==> src/rtl/sdram_arbiter.sv <==
// Two-port byte arbiter in front of the SDRAM controller: round-robin port grant,
// refresh pending counter with priority, one-cycle command pulses and ack handshake.
module sdram_arbiter #(
    parameter int REFRESH_CYCLES = 1600,
    parameter int ADDR_WIDTH     = 23
) (
    input  logic                  clk,
    input  logic                  reset,
    input  logic                  p0_req,
    input  logic                  p0_we,
    input  logic [ADDR_WIDTH-1:0] p0_addr,
    input  logic [7:0]            p0_wdata,
    output logic [7:0]            p0_rdata,
    output logic                  p0_ack,
    input  logic                  p1_req,
    input  logic                  p1_we,
    input  logic [ADDR_WIDTH-1:0] p1_addr,
    input  logic [7:0]            p1_wdata,
    output logic [7:0]            p1_rdata,
    output logic                  p1_ack,
    output logic                  mem_rd,
    output logic                  mem_wr,
    output logic                  mem_refresh,
    output logic [ADDR_WIDTH-1:0] mem_addr,
    output logic [7:0]            mem_din,
    input  logic [7:0]            mem_dout,
    input  logic                  mem_data_ready,
    input  logic                  mem_busy
);

    typedef enum logic [2:0] {IDLE, ISSUE, WAIT_BUSY, WAIT_DONE, RECOVER} state_t;

    // The operation in flight, recorded at grant.
    typedef struct packed {
        logic port;
        logic we;
        logic refr;
    } op_t;

    state_t     state, state_nx;
    op_t        cur;
    logic [11:0] rcnt;
    logic [1:0] rpend;
    logic       last;
    logic       tick;
    logic       grant_ref, grant_port, gport, gwe, done;

    assign tick = (rcnt == 12'(REFRESH_CYCLES - 1));
    assign gwe  = gport ? p1_we : p0_we;

    always_comb begin
        state_nx   = state;
        grant_ref  = 1'b0;
        grant_port = 1'b0;
        gport      = 1'b0;
        done       = 1'b0;
        case (state)
            IDLE: begin
                if (!mem_busy) begin
                    if (rpend != 2'd0) begin
                        grant_ref = 1'b1;
                        state_nx  = ISSUE;
                    end else if (p0_req || p1_req) begin
                        grant_port = 1'b1;
                        // On a tie the port that did not win last time goes next.
                        gport      = (p0_req && p1_req) ? ~last : p1_req;
                        state_nx   = ISSUE;
                    end
                end
            end
            ISSUE:     state_nx = WAIT_BUSY;
            WAIT_BUSY: if (mem_busy) state_nx = WAIT_DONE;
            WAIT_DONE: begin
                if (!cur.refr && !cur.we) begin
                    if (mem_data_ready) begin
                        done     = 1'b1;
                        state_nx = RECOVER;
                    end
                end else if (!mem_busy) begin
                    done     = 1'b1;
                    state_nx = RECOVER;
                end
            end
            RECOVER:   state_nx = IDLE;
            default:   state_nx = IDLE;
        endcase
    end

    always_ff @(posedge clk) begin
        if (reset) begin
            state       <= IDLE;
            cur         <= '0;
            rcnt        <= '0;
            rpend       <= '0;
            last        <= 1'b1;
            mem_rd      <= 1'b0;
            mem_wr      <= 1'b0;
            mem_refresh <= 1'b0;
            mem_addr    <= '0;
            mem_din     <= '0;
            p0_ack      <= 1'b0;
            p1_ack      <= 1'b0;
            p0_rdata    <= '0;
            p1_rdata    <= '0;
        end else begin
            state <= state_nx;
            rcnt  <= tick ? 12'd0 : rcnt + 12'd1;
            // Simultaneous tick and issue cancel out.
            case ({tick, grant_ref})
                2'b10:   if (rpend != 2'd3) rpend <= rpend + 2'd1;
                2'b01:   rpend <= rpend - 2'd1;
                default: ;
            endcase
            mem_rd      <= grant_port && !gwe;
            mem_wr      <= grant_port && gwe;
            mem_refresh <= grant_ref;
            if (grant_ref)
                cur.refr <= 1'b1;
            if (grant_port) begin
                cur      <= '{port: gport, we: gwe, refr: 1'b0};
                last     <= gport;
                mem_addr <= gport ? p1_addr : p0_addr;
                mem_din  <= gport ? p1_wdata : p0_wdata;
            end
            p0_ack <= done && !cur.refr && !cur.port;
            p1_ack <= done && !cur.refr && cur.port;
            if (done && !cur.refr && !cur.we) begin
                if (cur.port) p1_rdata <= mem_dout;
                else          p0_rdata <= mem_dout;
            end
        end
    end

endmodule
==> config.mk <==
export PLATFORM = sky130hd
export DESIGN_NAME = sdram_arbiter
export DESIGN_NICKNAME = d
export VERILOG_FILES = /design/src/rtl/sdram_arbiter.sv
export SDC_FILE = /design/constraint.sdc
export NUM_CORES = 1
export LEC_CHECK = 0
export CORE_MARGIN = 4
export CORE_UTILIZATION = 39
export DETAILED_ROUTE_END_ITERATION = 12
export PLACE_DENSITY = 0.76
export SYNTH_ARGS = -nofsm -noshare
export SYNTH_HDL_FRONTEND = slang
export SYNTH_SLANG_ARGS = --single-unit
==> constraint.sdc <==
create_clock -name clk -period 2.2 [get_ports clk]
set_input_delay 0.44 -clock clk [delete_from_list [all_inputs] [get_ports clk]]
set_output_delay 0.44 -clock clk [all_outputs]
set_load 0.1 [all_outputs]
==> reports/metrics.cfg <==
[status]
status = complete, no violations

[timing]
fmax_mhz = 507
grt_setup_unrepaired = no
period_share_pct = 89.6
finalSetupViolCount = 0
layout_min_cycle_time_ps = 1970
slew_viol_final = 0
hold_slack_ps = 472
final.setup.worst_slack_ps = 228
hold_violations = 0
fin_skew_ps = 10.6
worst_slew_pin_slew_ps = 411
relSlewSlack_pct = 72.6

[global_route]
grt_pass1_wl_um = 12200
grt.overflow.total = 0
grt_use_total_pct = 17.4
grt_pass1_vias = 2501
antenna_found_initial = 0
grt_start_max_net_pins = 33

[routing]
firstDrtPassIters = 4
drtIter0Drc = 117
avgViaCountPerCell = 4.97
antenna_left = 0
vias = 2569
drc_errors = 0
routedWlPerCell_um = 14.7
wirelength_um = 7580

[clock_tree]
post_cts_resized = 0
clockBufferDepth = 2
htree_levels = 3
clk-insertion-delay-late_ps = 340
cts_root_buf = clkbuf_8
numCtsBuffers = 9
tritoncts = yes
cts_num_sinks = 73
hold_buffers = 0
clkSlewWorstSetupHoldPaths_ps = 70
post-cts-setup-buffer-count = 0

[logic_synthesis]
synth-seq-cells = 73
avgSynthCellArea_sq_um = 10.5
ys_seq_area_share_pct = 50.4
synth_nets = 355
synth_ff_type = dfxtp_1
syn-cell-area_sq_mm = 0.00290
ys.warnings.count = 0
synth_edf_count = 0
ys_async_sr_fraction_pct = 0
ys_types = 44
syn_inst = 276

[finish]
antenna_cells = 0
seq_area_sq_mm = 0.00146
multiInputGateArea_sq_mm = 0.00136
design_area_sq_mm = 0.00446
area.growth.synth_to_final_pct = 53.7
fin_nets = 493
fillers = 622
drive_gt1_share_pct = 22.0

[pwr]
swShare_pct = 32.3
combPwrFrac_pct = 24.4
power.internal_mw = 2.19
clock_power_share_pct = 31.5
power_density_mw_per_mm2 = 726
netSwitchingPower_mw = 1.05
peakVddDrop_mv = 0.318
power_frac_seq_pct = 44.2
p_leak_nw = 1.93

[placement]
pre_cts_slack_ps = -128
dp_hpwl_um = 5750
io_buffers = 129
finalWeightedCongestion = 0.821
dpl-instance-area_sq_mm = 0.00427

[floorplan]
num_rows = 31
pin_count = 130
fp.dieH_um = 94.2
die_x_um = 94.2
coreArea_sq_mm = 0.00725
start_util_pct = 40.0
die-area_sq_mm = 0.00888

[worst_setup_path]
end_kind = flop
timing.setup.critical_path_class = primary input to flop
start_kind = primary input
worst-endpoint-required_ps = 2420
path_max_fanout = 22
worst_ep_arrival_time_ps = 2190

[hold_path]
hold_path.class = flop to flop

[run]
max_cap_viol_count = 0

-- registers in the layout, summed over array words and instances, names as in the netlist --
name and count:
cur 3, last 1, mem_addr 23, mem_din 8, mem_rd 1, mem_refresh 1, mem_wr 1, p0_ack 1
p0_rdata 8, p1_ack 1, p1_rdata 8, rcnt 12, rpend 2, state 3
-- cells by family (layout without fill, tap and decap cells) --
logic type,count (synthesis),count (layout),synth area share [%]
AOI/OAI and AO/OA,51,51,16.7
adders and majority gates,1,1,0.431
and+or+nand+nor,105,105,20.5
xor gates and xnor gates,10,10,3.02
buffers and inverters,18,160,2.80
muxes,18,18,6.21
DFF,73,73,50.4
-- layer usage --
metal	vias to the layer above	share of wire [%]	global-route usage, %
met4	0	1.9	7.34
met5	-	0	0
met1	1186	42	21.4
met2	93	49	29.1
met3	11	6.8	4.17
li1	1279	-	-
-- synth_stat cells, drive strengths merged, types with 3 or more instances --
cell type  count  share of area, %
xnor2          3              0.91
mux2i         18               6.2
xor2           7               2.1
clkbuf         7              0.91
nand2          8               1.0
a221o         32                11
buf            9               1.6
dfxtp         73                50
nor2          34               4.4
nor3           3              0.69
a21oi          4              0.82
nand4          3              0.65
nand3          4              0.69
and2          33               7.1
-- power groups by stage --
stage          Combinational [mW]  Sequential, mW  Clock (mW)
3_3_place_gp                0.784            1.46           0
3_5_place_dp                0.790            1.46           0
5_1_grt                     0.824            1.44        1.11
2_1_floorplan               0.141            1.82           0
6_report                    0.788            1.43        1.02
4_1_cts                     0.792            1.43        1.05
-- final timing paths --
check	from	to	slack, ps	cells past startpoint
hold / removal	rcnt[0]	rcnt[0]	470	1
setup / recovery	mem_busy	mem_addr[11]	230	6
hold reg to reg	rcnt[0]	rcnt[0]	470	1
setup reg to reg	state[2]	mem_addr[11]	300	5
-- metrics by stage --
stage	utilization (%)	total power, mW	setup TNS, ps	cells
6_report	61.5	3.23	0	517
5_1_grt	61.5	3.38	0	517
4_1_cts	61.5	3.28	0	517
3_5_place_dp	58.8	2.25	-4300	502
3_3_place_gp	58.8	2.24	-2230	502
2_1_floorplan	-	1.96	0	276
-- layout by cell type (no fill, tap or decap), types with 3 or more instances in the layout --
| cell type | n |
|---|---|
| nor2_1 | 34 |
| a21oi_1 | 3 |
| and2_1 | 33 |
| nand3_1 | 4 |
| clkbuf_8 | 9 |
| xnor2_1 | 3 |
| xor2_1 | 7 |
| clkdlybuf4s50_1 | 77 |
| buf_12 | 4 |
| dfxtp_1 | 73 |
| nand4_1 | 3 |
| a221o_1 | 32 |
| nand2_1 | 8 |
| mux2i_1 | 18 |
| buf_4 | 62 |
-- worst max-delay path: stages --
cell and delay (ps):
clkdlybuf4s50_1 420, or4_1 510, nor3_2 200, a21oi_2 130, buf_12 180, a221o_1 300
-- cell type report --
type / count / share of cell area [%]
Inverter: 2 / 0.168
Timing Repair Buffer: 143 / 29.5
Tap cell: 99 / 2.78
Clock inverter: 6 / 1.52
Multi-Input combinational cell: 185 / 30.5
Clock buffer: 9 / 2.78
Sequential cell: 73 / 32.8
(Power assumes the default switching activity.)
